`src/rtl/fifo_buffer_ext.sv`:
```
// Parametrised synchronous FIFO with internal storage, occupancy count, threshold flags and sticky errors.
// Define FIFO_FWFT_EN for first-word-fall-through output; otherwise readValue is registered on pop.
module fifo_buffer_ext #(
  parameter int depth             = 4,
  parameter int width             = 8,
  parameter int almostFullThresh  = 2**depth - 2,
  parameter int almostEmptyThresh = 1
) (
  input  logic             clk,
  input  logic             reset,
  input  logic             write,
  input  logic [width-1:0] writeValue,
  input  logic             read,
  input  logic             clearErr,
  output logic [width-1:0] readValue,
  output logic             readValid,
  output logic             empty,
  output logic             full,
  output logic             almostEmpty,
  output logic             almostFull,
  output logic [depth:0]   count,
  output logic             overflow,
  output logic             underflow
);

  localparam int               ENTRIES  = 2**depth;
  localparam logic [depth:0]   FULL_CNT = (depth+1)'(ENTRIES);
  localparam logic [depth:0]   AF_TH    = (depth+1)'(almostFullThresh);
  localparam logic [depth:0]   AE_TH    = (depth+1)'(almostEmptyThresh);
  localparam logic [depth:0]   CNT_ONE  = (depth+1)'(1'b1);
  localparam logic [depth-1:0] PTR_ONE  = depth'(1'b1);

  logic [width-1:0] mem_r [ENTRIES];
  logic [depth-1:0] write_ptr_r;
  logic [depth-1:0] read_ptr_r;
  logic [depth:0]   count_r;
  logic             overflow_r;
  logic             underflow_r;
  logic             read_acc_s;
  logic             write_acc_s;
  logic [depth:0]   count_nxt_s;

  assign count       = count_r;
  assign empty       = (count_r == {(depth+1){1'b0}});
  assign full        = (count_r == FULL_CNT);
  assign almostFull  = (count_r >= AF_TH);
  assign almostEmpty = (count_r <= AE_TH);
  assign overflow    = overflow_r;
  assign underflow   = underflow_r;

  // Acceptance and next occupancy; a full FIFO still takes a write when a read frees a slot
  always_comb begin
    read_acc_s  = 1'b0;
    write_acc_s = 1'b0;
    count_nxt_s = count_r;
    read_acc_s  = read && !empty;
    write_acc_s = write && (!full || read_acc_s);
    case ({write_acc_s, read_acc_s})
      2'b10:   count_nxt_s = count_r + CNT_ONE;
      2'b01:   count_nxt_s = count_r - CNT_ONE;
      default: count_nxt_s = count_r;
    endcase
  end

  // Pointer and occupancy registers
  always_ff @(posedge clk or posedge reset) begin
    if (reset) begin
      write_ptr_r <= {depth{1'b0}};
      read_ptr_r  <= {depth{1'b0}};
      count_r     <= {(depth+1){1'b0}};
    end else begin
      if (write_acc_s) write_ptr_r <= write_ptr_r + PTR_ONE;
      if (read_acc_s)  read_ptr_r  <= read_ptr_r + PTR_ONE;
      count_r <= count_nxt_s;
    end
  end

  // Sticky error flags; a new error wins over clearErr in the same cycle
  always_ff @(posedge clk or posedge reset) begin
    if (reset) begin
      overflow_r  <= 1'b0;
      underflow_r <= 1'b0;
    end else begin
      if (write && !write_acc_s) overflow_r <= 1'b1;
      else if (clearErr)         overflow_r <= 1'b0;
      if (read && !read_acc_s)   underflow_r <= 1'b1;
      else if (clearErr)         underflow_r <= 1'b0;
    end
  end

  // Storage array, deliberately left out of reset
  always_ff @(posedge clk) begin
    if (write_acc_s) mem_r[write_ptr_r] <= writeValue;
  end

`ifdef FIFO_FWFT_EN
  assign readValue = mem_r[read_ptr_r];
  assign readValid = !empty;
`else
  logic [width-1:0] read_value_r;
  logic             read_valid_r;

  assign readValue = read_value_r;
  assign readValid = read_valid_r;

  // Registered pop data; readValid pulses for exactly the cycle after an accepted read
  always_ff @(posedge clk or posedge reset) begin
    if (reset) begin
      read_value_r <= {width{1'b0}};
      read_valid_r <= 1'b0;
    end else begin
      read_valid_r <= read_acc_s;
      if (read_acc_s) read_value_r <= mem_r[read_ptr_r];
    end
  end
`endif

endmodule

```
`config.mk`:
```
export PLATFORM = sky130hd
export DESIGN_NAME = fifo_buffer_ext
export DESIGN_NICKNAME = d
export VERILOG_FILES = /design/src/rtl/fifo_buffer_ext.sv
export SDC_FILE = /design/constraint.sdc
export NUM_CORES = 1
export LEC_CHECK = 0
export ABC_AREA = 1
export BUFFER_PORTS_ARGS = -buffer_cell sky130_fd_sc_hd__buf_2
export CORE_MARGIN = 5
export CORE_UTILIZATION = 25
export DETAILED_ROUTE_END_ITERATION = 10
export PLACE_DENSITY = 0.46
export SLEW_MARGIN = 15
export SYNTH_ARGS = -nofsm -noshare
export SYNTH_HDL_FRONTEND = slang
export SYNTH_SLANG_ARGS = --single-unit
```
`constraint.sdc`:
```
create_clock -name clk -period 2.35 [get_ports clk]
set_input_delay 0.5875 -clock clk [delete_from_list [all_inputs] [get_ports clk]]
set_output_delay 0.5875 -clock clk [all_outputs]
set_load 0.05 [all_outputs]
```
## After elaboration in Yosys (flattened, before gate mapping)

Memory sizes are Yosys's and may differ from the RTL's. A register that Yosys moved wholly into a read port is not among the register bits.
Index checks and enable logic that the tools add are counted.

| word-level totals | value |
|---|---|
| register bits after elaboration | 16 |
| latch bits | 0 |
| bits in writable memories | 128 |
| bits in read-only memories | 0 |
| input port bits | 13 |
| output and inout port bits | 20 |
| word-level logic and storage cells | 35 |
| memories | 1 |

Memory list:

| memory | words | width | read ports | clocked after Yosys merged registers in | write ports | line | RTL |
|---|---|---|---|---|---|---|---|
| mem_r | 16 | 8 | 1 | 1 | 1 | 33 | `logic [width-1:0] mem_r [ENTRIES];` |

| operators by class | value |
|---|---|
| add/subtract/negate cells | 4 |
| multipliers | 0 |
| divide/modulo/power cells | 0 |
| magnitude comparators | 2 |
| equality and inequality tests | 3 |
| shift-type cells | 0 |
| multiplexer cells | 6 |
| bitwise gates (word level) | 0 |
| reduce and logical (&&, ||, !) cells | 13 |

Operators by type and width:

| cell | count |
|---|---|
| one-hot mux 5 bit (2 select lines) | 1 |
| adder 4 x 1 -> 4 bit, second input constant | 2 |
| nonzero test 2 bit | 3 |
| adder 5 x 1 -> 5 bit, second input constant | 1 |
| equality test 5 bit, second input constant | 1 |
| greater-or-equal comparator 5 x 4 -> 1 bit, second input constant | 1 |
| <= comparator 5 x 1 -> 1 bit, second input constant | 1 |
| logical NOT 5 bit | 1 |
| two-way mux 1 bit | 5 |
| subtractor 5 x 1 -> 5 bit, second input constant | 1 |
| logical AND 1 bit | 4 |
| logical NOT 1 bit | 4 |
| equality test 2 x 1 -> 1 bit, second input constant | 1 |
| equality test 2 bit, second input constant | 1 |
| logical OR 1 bit | 1 |

## Logic depth before layout (Yosys ltp)

Gate-level depths: netlist of run 1.

| depth | value |
|---|---|
| depth in word-level cells | 8 |
| depth in mapped cells | 13 |
| gate-level depth less buffers | 13 |

## Least setup slack after synthesis of run 1

Ideal clock, no wire load.

| path | value |
|---|---|
| path type | reg2out |
| start | register count_r[1], in the netlist count[1] |
| end | output almostFull |
| arrival | 2.095 ns |
| data required time | 1.762 ns |
| setup slack | -0.333 ns |
| stages on the path, launching flop included | 4 |
| path buffers | 0 |
| cell sequence | dfrtp_1 > ha_1 > nor2_1 > o21ai_0 |

| between the ends | value |
|---|---|
| word-level cells in the longest chain between the ends | 1 |

RTL lines:

| item | line | RTL |
|---|---|---|
| start, declared | 36 | `logic [depth:0] count_r;` |
| start signal, assigned | 70 | `count_r <= {(depth+1){1'b0}};` |
| start signal, assigned | 74 | `count_r <= count_nxt_s;` |
| greater-or-equal comparator 5 x 4 -> 1 bit | 46 | `assign almostFull = (count_r >= AF_TH);` |
| end, declared | 20 | `output logic almostFull,` |

Every way passes these cells.

## Worst setup path after layout of run 1

| path | value |
|---|---|
| start | register count_r[2], in the netlist count[2] |
| end | output almostEmpty |

| between the ends | value |
|---|---|
| word-level cells in the longest chain between the ends | 1 |

RTL lines:

| item | line | RTL |
|---|---|---|
| <= comparator 5 x 1 -> 1 bit | 47 | `assign almostEmpty = (count_r <= AE_TH);` |
| end, declared | 19 | `output logic almostEmpty,` |

Every way passes these cells.

==> results of run 1 <==
==> per-layer routing <==
layer	vias up	share of wire	wire, µm
li1	2250	-	-
met1	2088	0.50	8330
met2	99	0.43	7250
met3	13	0.052	869
met4	0	0.015	252
met5	-	0	0
==> what timing repair did <==
action / 4_1_cts / 5_1_grt
cloned: 0 / 0
gates resized for setup: 1 / 2
hold buffers: 0 / 0
setup buffers: 0 / 1
setup endpoints to repair: 1 / 2
==> cell families after synthesis <==
kind of cell | Yosys count
and+or+nand+nor | 338
AOI/OAI and AO/OA | 12
buffers and inverters | 148
DFF | 152
xor gates and xnor gates | 10
adders and majority gates | 11
==> final timing paths <==
kind                         startpoint            to  slack [ns]  depth (start not counted)
min in group clk               clearErr      overflow        0.37                          2
min                               reset     underflow        0.21                          3
max in group asynchronous         reset      count[1]        1.85                          3
min reg2reg                readValue[0]  readValue[0]        0.48                          2
max reg2reg                    count[0]      count[4]        0.26                         11
max                            count[2]   almostEmpty        0.12                          5
==> state kept, by name, indices dropped and copies added (netlist names) <==
name	count
overflow	1
read_ptr_r	4
count	5
mem_r	128
readValue	8
underflow	1
readValid	1
write_ptr_r	4
==> area by class of cell <==
class                           instances  area, µm²
Clock buffer                           17        425
Inverter                              121        459
Timing Repair Buffer                   61        418
Sequential cell                       152       4450
Fill cell                            2724      18700
Tap cell                              341        427
Multi-Input combinational cell        371       1730
Clock inverter                         15        158
==> cell usage after synthesis, types with 4 or more instances <==
master    number  area share
nand2_2        4      0.0037
buf_4          7      0.0078
buf_2         17       0.013
nor2_1        19       0.011
edfxtp_1     128        0.57
nand3_1      100       0.074
o21ai_0        6      0.0044
inv_2          4      0.0022
xor2_1         8       0.010
ha_1          11       0.020
inv_1        114       0.063
nand2_1      209        0.12
dfrtp_1       24       0.089
==> metrics by stage <==
stage | area, µm² | cells | total power, mW | utilization
3_3_place_gp | 7470 | 1045 | 7.41 | 0.279
5_1_grt | 8060 | 1078 | 10.7 | 0.301
2_1_floorplan | 6790 | 671 | 6.19 | -
6_report | 8060 | 1078 | 10.0 | 0.301
4_1_cts | 8050 | 1077 | 10.2 | 0.301
3_5_place_dp | 7470 | 1045 | 7.42 | 0.279
==> critical path, delay by kind of cell, from the launching register on <==
kind | cells | cell delay, ns
simple gates | 2 | 0.35
flops | 1 | 0.41
buf+inv | 2 | 0.38
compound gates | 1 | 0.08
==> report_power, final <==
part	internal [mW]	switching [mW]	leakage [nW]
combinational	1.08	2.71	1.82
clock	1.51	1.21	0.287
sequential	3.33	0.197	1.44
total	5.92	4.13	3.55
==> results.toml, run 1 <==
[status]
status = "completed"

[yosys]
synth_area_per_cell_um2 = 10.1
synth_top_family_by_area = "simple AND/OR/NAND/NOR gates"
synthAdderAreaFrac = 0.0203
synth_compound_area_frac = 0.0102
async_flop_share = 0.158
synth_xor_area_frac = 0.0129
synthCells = 671
ys_ff_latch = 152
ys_seq_area_frac = 0.656
synth_mux_area_frac = 0
ys_types = 27
syn_nets = 695
syn_area_mm2 = 0.00678
synth_edf_count = 128
synth-main-ff-cell = "edfxtp_1"
synth_simple_gate_area_frac = 0.210
yosysWarningCount = 0

[worst_setup_path]
cp-start-kind = "flop"
crit_arrival_ns = 1.64
worstPathMaxFanout = 5
cpMaxStageDelayCell = "dfrtp_1"
critPathMaxStageDelay_ns = 0.41
path_class = "flop to output port"
crit_chain = "buf_4 -> nor3_2 -> a21oi_1 -> nor3_2 -> buf_4"
end_kind = "output port"
crit_required_ns = 1.76

[timing]
tns_ns = 0
tightest_slew_ns = 0.646
rsz0062_at_grt = "no"
fmax_mhz = 449
period_minus_slack_ns = 2.23
layout_setup_ws_ns = 0.122
whs_ns = 0.209
skew_ns = 0.00824
setup_viol_count_final = 0
drv_slew = 0
slew_headroom = 0.569
post-route-period-util = 0.948
hold_viol_final = 0

[grt]
overflow = 0
grt_pass1_wl_mm = 26.0
top_usage_layer = "met2"
grt_use_met2 = 0.169
antenna_found_initial = 0
met1_usage = 0.162
grt_usage = 0.113
use_met3 = 0.0281
grt_pass1_vias = 4325
grt_start_max_net_pins = 67

[hold_path]
min_path_type = "input port to asynchronous set/reset pin"

[final_layout]
layout_commonest_cell = "nand2_1"
area_growth_pct = 19.0
antenna_cells = 0
drive_gt1_frac = 0.151
final_cell_mix = "209 x nand2_1, 128 x edfxtp_1, 113 x inv_1"
layout.nets = 748

[clock_network]
cts.sink_count = 152
cts_tree = "yes"
clk_latency_ns = 0.42
clockBufferDepth = 2
clockRootBuffer = "clkbuf_16"
clk_pin_slew_ns = 0.07
numCtsBuffers = 17
htreeDepth = 4

[floorplan]
dieArea_mm2 = 0.0305
die_x_um = 175
num_rows = 60
fp.dieH_um = 175
core-area_mm2 = 0.0268
start_util = 0.253
ioPinCount = 33

[place]
hpwl_mm = 10.5
pre_cts_ws_ns = 0.220
numPortBuffers = 32
gp_congestion = 0.800

[drt]
vias_per_cell = 4.13
dr.pass1.iters = 5
wl_per_cell_um = 15.5
wirelength_mm = 16.7
via_count = 4450
drtAntennaViolNets = 0
drt-initial-drc-count = 385
drcViolationCount = 0

[power_and_ir_drop]
power_density_mw_per_mm2 = 1250
peakVddDrop_mv = 0.652
p_leak_nw = 3.55

[flow_run]
drv_cap = 0
Note: power is estimated with default switching activity, not from simulation.
==> inputs of run 2 (changes only) <==
--- a/config.mk
+++ b/config.mk
@@ -10,7 +10,7 @@
 export CORE_MARGIN = 5
 export CORE_UTILIZATION = 25
 export DETAILED_ROUTE_END_ITERATION = 10
-export PLACE_DENSITY = 0.46
+export PLACE_DENSITY = 0.48
 export SLEW_MARGIN = 15
 export SYNTH_ARGS = -nofsm -noshare
 export SYNTH_HDL_FRONTEND = slang
==> constraint.sdc (replaced) <==
create_clock -name clk -period 1.93 [get_ports clk]
set_input_delay 0.0965 -clock clk [delete_from_list [all_inputs] [get_ports clk]]
set_output_delay 0.0965 -clock clk [all_outputs]
set_load 0.05 [all_outputs]
==> run 2 against run 1 <==
  * Combinational power rose by 29%
  * Clock power rose by 19%
  * Sequential share of layout area fell by 1.7 points
  * Critical path depth rose by 6
  * Cell count rose by 0.74%
  * Sequential power rose by 22%
  * Register-to-register slack got worse by 0.22 ns
  * Via count rose by 0.56%
  * Die area did not move
  * Power rose by 24%
  * Critical path type is now flop to flop
  * Critical endpoint is now mem_r[4][6]
==> results.toml, run 2 (synthesized netlist as in run 1, its figures left out) <==
[timing]
skew_ns = 0.00861
period_minus_slack_ns = 1.89
drv_slew = 0
slew_headroom = 0.706
tns_ns = 0
whs_ns = 0.123
setup_viol_count_final = 0
fmax_mhz = 529
post-route-period-util = 0.980
tightest_slew_ns = 0.441
hold_viol_final = 0
rsz0062_at_grt = "yes"

[grt]
overflow = 0
grt_usage = 0.114
antenna_found_initial = 0
grt_pass1_wl_mm = 26.3
grt_start_max_net_pins = 67
grt_pass1_vias = 4483

[final_layout]
final-instance-count-excl-fill = 1086
largest_register_ffs = 128
drive_gt1_frac = 0.185
fin_util = 0.311
antenna_cells = 0
final_cell_mix = "207 x nand2_1, 128 x edfxtp_1, 110 x inv_1"
layout_commonest_cell = "nand2_1"
layout.nets = 756
fin_area_mm2 = 0.00833
regMostFlops = "mem_r"
fillers = 2717
area_growth_pct = 22.9

[floorplan]
die_x_um = 175
fp.dieH_um = 175
start_util = 0.253
num_rows = 60
core-area_mm2 = 0.0268
ioPinCount = 33
dieArea_mm2 = 0.0305

[drt]
drt-initial-drc-count = 309
drcViolationCount = 0
wirelength_mm = 16.5
drtAntennaViolNets = 0
via_count = 4475
dr.pass1.iters = 4
wl_per_cell_um = 15.2
vias_per_cell = 4.12

[place]
dp.cells = 1050
hpwl_mm = 10.7
post_dp_cell_area_mm2 = 0.00770
gp_congestion = 0.778
numPortBuffers = 32

[power_and_ir_drop]
p_leak_nw = 3.60
power_density_mw_per_mm2 = 1490
peakVddDrop_mv = 0.606

[worst_setup_path]
worstPathMaxFanout = 8
cp-start-kind = "flop"
cpMostUsedCell = "nand2_4"
path_depth = 11
cpMaxStageDelayCell = "dfrtp_2"
crit_required_ns = 2.05
path_buf_inv = 4
path_class = "flop to flop"
crit_arrival_ns = 2.02
end_kind = "flop"
critPathMaxStageDelay_ns = 0.37
reg2regPathDepth = 11
critPathTopFamily = "simple AND/OR/NAND/NOR gates"
crit_chain = "inv_2 -> ha_4 -> nand3_2 -> nand2_4 -> nand2_4 -> nand2_4 -> buf_4 -> inv_4 -> nand2_2 -> nor2_2 -> buf_4"

[clock_network]
htreeDepth = 4
numCtsBuffers = 17
cts.sink_count = 152
clockBufferDepth = 2
clk_pin_slew_ns = 0.06
clockRootBuffer = "clkbuf_16"
cts_tree = "yes"
clk_latency_ns = 0.42

[status]
status = "completed"

[hold_path]
hold-path-cell-count = 1
min_path_type = "input port to flop"

[flow_run]
drv_cap = 0
==> run 2: final timing paths <==
path	startpoint	to	slack (ns)
min in group asynchronous	reset	readValue[7]	0.28
setup reg to reg	count[0]	mem_r[4][6]	0.04
hold reg to reg	readValue[7]	readValue[7]	0.47
setup / recovery	count[0]	mem_r[4][6]	0.04
hold / removal	writeValue[1]	mem_r[10][1]	0.12
max in group asynchronous	reset	count[2]	1.36
==> run 2: per-layer routing <==
metal / global-route usage / share of wire / up-vias
li1: - / - / 2267
met2: 0.175 / 0.46 / 74
met4: 0.0367 / 0.012 / 0
met5: 0 / 0 / -
met3: 0.0266 / 0.045 / 15
met1: 0.159 / 0.48 / 2119
==> run 2: power by group <==
part | internal (mW) | leakage (nW) | switching (mW)
combinational | 1.48 | 1.89 | 3.41
sequential | 4.07 | 1.44 | 0.234
clock | 1.94 | 0.274 | 1.30
total | 7.48 | 3.60 | 4.94
==> run 2: cell type report <==
type                    instances  area [µm²]  share of cell area
clock buffers                  21         450              0.0541
inverters                     121         464              0.0557
well taps                     341         427              0.0512
clock inverters                11         124              0.0149
repair buffers                 69         576              0.0691
multi-input cells             371        1840               0.221
flip-flops and latches        152        4450               0.534
==> run 2: metrics by stage <==
step                setup WS [ns]  total power, mW
finish                     0.0387             12.4
CTS                      -0.00689             12.6
detailed placement         0.0119             9.28
floorplan                  -0.162             7.68
global route              -0.0433             13.2
global placement           0.0469             9.27
==> run 2: timing repair <==
| action | in CTS | in global routing |
|---|---|---|
| setup endpoints to repair | 16 | 76 |
| hold buffers | 4 | 0 |
| resized for setup | 2 | 1 |
| hold endpoints to repair | 26 | 0 |
| pin swaps | 0 | 2 |
| setup buffers | 0 | 0 |
